==> src/rtl/dmem_arbiter.sv <==
// dmem_arbiter: round-robin sequencer sharing one D_MEM between the MEM stage (A) and the loader (B)
module dmem_arbiter #(
  parameter int ADDR_W      = 32,
  parameter int DATA_W      = 32,
  parameter int MEM_LATENCY = 2
) (
  input  logic              clk,
  input  logic              rst,
  input  logic              a_req,
  input  logic              a_we,
  input  logic [ADDR_W-1:0] a_addr,
  input  logic [DATA_W-1:0] a_wdata,
  output logic [DATA_W-1:0] a_rdata,
  output logic              a_done,
  output logic              stall,
  input  logic              b_req,
  input  logic              b_we,
  input  logic [ADDR_W-1:0] b_addr,
  input  logic [DATA_W-1:0] b_wdata,
  output logic [DATA_W-1:0] b_rdata,
  output logic              b_done,
  output logic [ADDR_W-1:0] mem_address,
  output logic [DATA_W-1:0] mem_write_data,
  output logic              mem_MemWrite,
  output logic              mem_MemRead,
  input  logic [DATA_W-1:0] mem_read_data
);
  typedef enum logic [1:0] {IDLE, ACCESS, DONE} state_t;
  localparam logic [3:0] CNT_LOAD = 4'(MEM_LATENCY - 1);
  if (MEM_LATENCY < 1 || MEM_LATENCY > 15) begin : g_bad_latency
    $error("MEM_LATENCY must be 1..15");
  end
  state_t state, state_nx;
  logic [3:0] cnt;
  logic gnt_b, last_b, lat_we, pick_b, start;
  logic [ADDR_W-1:0] lat_addr;
  logic [DATA_W-1:0] lat_wdata;
  // B wins only when A is absent or A was served last
  assign pick_b = b_req & (~a_req | ~last_b);
  assign start  = state == IDLE && (a_req || b_req);
  // state register
  always_ff @(posedge clk) state <= rst ? IDLE : state_nx;
  // next-state: IDLE -> ACCESS for the held latency -> one DONE cycle -> IDLE
  always_comb begin
    state_nx = IDLE;
    case (state)
      IDLE:    state_nx = start ? ACCESS : IDLE;
      ACCESS:  state_nx = cnt == 4'd0 ? DONE : ACCESS;
      default: state_nx = IDLE;
    endcase
  end
  // request latch, latency counter, grant history and read-data capture
  always_ff @(posedge clk) begin
    if (rst) begin
      cnt       <= 4'd0;
      gnt_b     <= 1'b0;
      last_b    <= 1'b1;
      lat_we    <= 1'b0;
      lat_addr  <= '0;
      lat_wdata <= '0;
      a_rdata   <= '0;
      b_rdata   <= '0;
    end else if (start) begin
      gnt_b     <= pick_b;
      lat_we    <= pick_b ? b_we : a_we;
      lat_addr  <= pick_b ? b_addr : a_addr;
      lat_wdata <= pick_b ? b_wdata : a_wdata;
      cnt       <= CNT_LOAD;
    end else if (state == ACCESS) begin
      if (cnt != 4'd0) cnt <= cnt - 4'd1;
      else begin
        last_b <= gnt_b;
        if (!lat_we && gnt_b) b_rdata <= mem_read_data;
        if (!lat_we && !gnt_b) a_rdata <= mem_read_data;
      end
    end
  end
  // memory strobes only during ACCESS, done pulse in DONE, stall until A's done
  always_comb begin
    mem_address    = lat_addr;
    mem_write_data = lat_wdata;
    mem_MemRead    = state == ACCESS && !lat_we;
    mem_MemWrite   = state == ACCESS && lat_we;
    a_done         = state == DONE && !gnt_b;
    b_done         = state == DONE && gnt_b;
    stall          = a_req && !a_done;
  end
endmodule

==> config.mk <==
export PLATFORM = sky130hd
export DESIGN_NAME = dmem_arbiter
export DESIGN_NICKNAME = d
export VERILOG_FILES = /design/src/rtl/dmem_arbiter.sv
export SDC_FILE = /design/constraint.sdc
export NUM_CORES = 1
export LEC_CHECK = 0
export ABC_AREA = 0
export BUFFER_PORTS_ARGS = -buffer_cell sky130_fd_sc_hd__buf_2
export CORE_MARGIN = 5
export CORE_UTILIZATION = 40
export DETAILED_ROUTE_END_ITERATION = 8
export PLACE_DENSITY = 0.76
export SYNTH_ARGS = -nofsm -noshare
export SYNTH_HDL_FRONTEND = slang
export SYNTH_SLANG_ARGS = --single-unit
==> constraint.sdc <==
create_clock -name clk -period 4.85 [get_ports clk]
set_input_delay 0.2425 -clock clk [delete_from_list [all_inputs] [get_ports clk]]
set_output_delay 0.2425 -clock clk [all_outputs]
set_load 0.02 [all_outputs]
# Word-level counts from Yosys, hierarchy flattened
# Cells that the tools add are included.
[word_totals]
ff_bits = 137
inputBits = 166
mem_bits_ro = 0
mem_bits_rw = 0
n_memories = 0
latchBits = 0
word_cells = 51
[op_classes]
mux = 9
eq_ne = 2
mul = 0
n_addsub = 1
n_reduce_logical = 23
div_mod_pow = 0
n_lt_le_gt_ge = 0
n_bitwise = 6
shift = 0
[op_table]
columns = ["cell", "n"]
rows = [
  ["two-way mux 32 bit", 2],
  ["logical AND 1 bit", 8],
  ["AND reduction 4 bit", 2],
  ["two-way mux 1 bit", 5],
  ["zero test 4 bit", 1],
  ["inverter 1 bit", 4],
  ["one-hot mux 2 bit (2 select lines)", 1],
  ["AND reduction 2 bit", 2],
  ["nonzero test 2 bit", 2],
  ["nonzero test 4 bit", 1],
  ["subtractor 4 x 1 -> 4 bit (second input constant)", 1],
  ["zero test 1 bit", 3],
  ["AND reduction 3 bit", 1],
  ["== test 2 x 1 -> 1 bit (second input constant)", 1],
  ["== test 2 bit (second input constant)", 1],
  ["zero test 2 bit", 1],
  ["two-way mux 2 bit", 1],
  ["OR reduction 2 bit", 1],
  ["bitwise AND 1 bit", 1],
  ["logical OR 1 bit", 1],
  ["bitwise OR 1 bit", 1],
]

# Logic depth before layout (Yosys ltp)
[depth]
ltp_word = 4
mapped_depth = 7
mapped_depth_nobuf = 5

# Worst setup path before layout
# OpenSTA, ideal clock, no wires.
[synth_path]
kind = "reg2out"
startpoint = "register gnt_b"
endpoint = "output stall"
n_path_buf = 1
t_required_ns = 4.608
path_stages_with_launch = 4
path_slack_ns = 3.262
arrival_ns = 1.345
cell_sequence = "dfxtp_1 -> clkbuf_1 -> nor3b_1 -> nor2_1"
[synth_between]
elab_chain_cells = 4
[synth_lines]
columns = ["element", "line", "rtl"]
rows = [
  ["from (decl)", "35", "logic gnt_b, last_b, lat_we, pick_b, start;"],
  ["from (signal assigned)", "64", "gnt_b <= pick_b;"],
  ["zero test 1 bit", "84", "a_done = state == DONE && !gnt_b;"],
  ["logical AND 1 bit", "84", ""],
  ["named net a_done", "14", "output logic a_done,"],
  ["zero test 1 bit", "86", "stall = a_req && !a_done;"],
  ["logical AND 1 bit", "86", ""],
  ["to (decl)", "15", "output logic stall,"],
]
# The timed path passes the listed nets, and every way through them passes these cells.

# Worst setup path after layout
[layout_path]
startpoint = "register cnt[0]"
endpoint = "register b_rdata[1]"
[layout_between]
elab_chain_cells = 3
[layout_lines]
columns = ["element", "line", "rtl"]
rows = [
  ["from (decl)", "34", "logic [3:0] cnt;"],
  ["from (signal assigned)", "70", "if (cnt != 4'd0) cnt <= cnt - 4'd1;"],
  ["nonzero test 4 bit", "70", ""],
  ["inverter 1 bit (no line)", "n/a", ""],
  ["AND reduction 4 bit (no line)", "n/a", ""],
  ["to (signal assigned)", "73", "if (!lat_we && gnt_b) b_rdata <= mem_read_data;"],
  ["to (decl)", "20", "output logic [DATA_W-1:0] b_rdata,"],
]
# No other way between the ends.
# A chain may end at the register's enable or synchronous reset.

==> results.json <==
{
  "seqPwrFrac_pct": 38.6,
  "dp_hpwl_um": 12300,
  "drtPass1Iterations": 4,
  "mostFrequentLayoutCells": "buf_2, dfxtp_1, mux2i_1",
  "dr.first_iter.drc_count": 325,
  "cp-end-kind": "flip-flop",
  "r2r_slack_ps": 2490,
  "gp_congestion": 0.794,
  "cp.required_ps": 5190,
  "area_growth_pct": 39.4,
  "cp_max_fo": 41,
  "syn_inst": 558,
  "final_nets": 997,
  "vias_per_cell": 5.08,
  "crit_path_top_delay_cell": "and3_1",
  "holdBufCountCts": 0,
  "grt_usage_pct": 19.5,
  "fillers": 1267,
  "grt_pass1_vias": 5058,
  "worst_slew_pin_slew_ps": 977,
  "hp-class": "input pin to flip-flop",
  "p_switching_mw": 0.903,
  "wire_per_inst_um": 16.6,
  "synth-edff-count": 0,
  "ant_nets": 0,
  "vias": 5201,
  "drive_above_1_share_pct": 41.0,
  "routed_wl_um": 16900,
  "layout.cells.most_common": "buf_2",
  "rsz0062_at_grt": "false",
  "diodes": 0,
  "max_stage_delay_ps": 860,
  "critPathLaunchType": "flip-flop",
  "r2r_start": "cnt[0]",
  "htreeDepth": 4,
  "initial_utilization_pct": 40.8,
  "cts_tree": "yes",
  "synth.distinct_cells": 37,
  "crit_type": "flip-flop to flip-flop",
  "grt_max_degree": 66,
  "multi_input_comb_area_um2": 2700,
  "p_leak_nw": 3.68,
  "cap_violations": 0,
  "synth_seq_cells": 137,
  "coreArea_um2": 13900,
  "setup_viol": 0,
  "finalCritPeriodShare_pct": 48.7,
  "max_slew_margin_pct": 34.8,
  "grt_antenna_before_repair": 0,
  "ir_drop_v": 0.000261,
  "postLayoutCellArea_um2": 7900,
  "syn_area_um2": 5660,
  "grt_pass1_wl_um": 26000,
  "crit_chain": "inv_1, ha_1, nor3b_4, buf_4, and3_1, mux2i_1",
  "synth_warnings": 0,
  "dpl_cell_area_um2": 7240,
  "holdPathStages": 3,
  "die_h_um": 129,
  "status": "finished clean",
  "power_density_nw_per_um2": 416,
  "postCtsSetupBuffers": 0,
  "cts_made_buffers": 17,
  "layout_setup_ws_ps": 2490,
  "root_buffer": "clkbuf_16",
  "critPathArrivalTime_ps": 2700,
  "synth_nets": 725,
  "preCtsSetupSlack_ps": 2550,
  "path_delay_family": "simple AND/OR/NAND/NOR gates",
  "reg2reg_to": "b_rdata[1]",
  "row_count": 43,
  "fin_setup_tns_ps": 0,
  "clkLatencyLatePin_ps": 420,
  "synth_area_per_cell_um2": 10.1,
  "pwr-share-clk_pct": 43.5,
  "hold_path.startpoint": "mem_read_data[29]",
  "p_comb_share_pct": 17.9,
  "finalHoldViolations": 0,
  "finalNonFillerCells": 1023,
  "intPower_mw": 2.38,
  "regArea_um2": 2740,
  "post-route-min-period_ps": 2360,
  "cts_resized": 0,
  "clockBufferDepth": 2,
  "port_buffers": 298,
  "die_w_um": 129,
  "fmax_ghz": 0.424,
  "fin_worst_skew_ps": 7.21,
  "die_area_um2": 16600,
  "grt_overflow": 0,
  "min_to": "b_rdata[29]",
  "reg2reg_depth": 6,
  "finalMaxSlewViolations": 0,
  "cts.reportedPaths.clkPinSlew_ps": 60,
  "switching_share_pct": 27.5,
  "post-place-cells": 991,
  "yosysSeqAreaShare_pct": 48.4,
  "synth_ff_type": "dfxtp_1",
  "num_io_pins": 299,
  "cts_sinks": 137,
  "drc": 0,
  "synthArstFlopShare_pct": 0,
  "path_buf_inv": 2
}
## state kept, by name (all words and copies together), names as in the netlist
name / cells
cnt: 4
state: 2
b_rdata: 32
mem_address: 32
gnt_b: 1
mem_write_data: 32
a_rdata: 32
last_b: 1
lat_we: 1
## metal layers
layer	vias to the layer above	GRT usage, %	part of all wire [%]
li1	2587	-	-
met4	0	7.66	1.9
met5	-	0	0
met3	25	4.90	6.6
met1	2411	25.0	43
met2	178	31.6	49
## layout make-up
class / instances / area share, %
sequential: 137 / 34.7
multi-input combinational: 361 / 34.2
timing repair buffer: 306 / 19.7
clock buffer: 21 / 5.83
tap: 180 / 2.85
clock inverter: 11 / 2.44
inverter: 7 / 0.333
## worst min-delay path: stages
cell and delay (ps):
buf_2 110, nand2_1 50, mux2i_1 50
## kinds of logic after synthesis
group                      after synthesis  share of synthesized area (%)
and+or+nand+nor                        121                           12.4
adders and majority gates                1                          0.221
AOI/OAI and AO/OA                      142                           17.3
buffers and inverters                   60                           4.53
DFF                                    137                           48.4
muxes                                   97                           17.1
## how the worst max path moves through the flow
stage / from / to / slack [ps] / cells after the start
finish: cnt[0] / b_rdata[1] / 2490 / 6
global route: cnt[0] / b_rdata[3] / 2310 / 6
CTS: cnt[0] / b_rdata[1] / 2460 / 6
detailed placement: cnt[0] / b_rdata[0] / 2550 / 6
global placement: cnt[0] / b_rdata[0] / 2590 / 6
floorplan: gnt_b / stall / 3260 / 3
## stage by stage
stage / util [%] / total power [mW] / hold WS, ps
floorplan: - / 1.65 / 381
global placement: 52.2 / 1.88 / 440
detailed placement: 52.2 / 1.88 / 441
CTS: 56.9 / 3.31 / 61.1
global route: 56.9 / 3.43 / 74.9
finish: 56.9 / 3.28 / 76.2
## Yosys cell counts (all sizes together) (7+ instances only)
master	instances	area share (%)
dfxtp	137	48
mux2i	97	17
nand2	67	4.4
o2bb2ai	65	10
a21oi	34	3.0
o21ai	34	3.0
nand4b	32	5.0
buf	28	2.4
clkbuf	25	1.7
inv	7	0.46
## power by group through the flow
stage	clock [mW]	combinational, mW	sequential, mW
after global placement	0	0.588	1.29
after global routing	1.51	0.639	1.28
after detailed placement	0	0.595	1.29
after CTS	1.45	0.597	1.27
final	1.43	0.588	1.27
after floorplan	0	0.263	1.39
(Power assumes the default switching activity.)
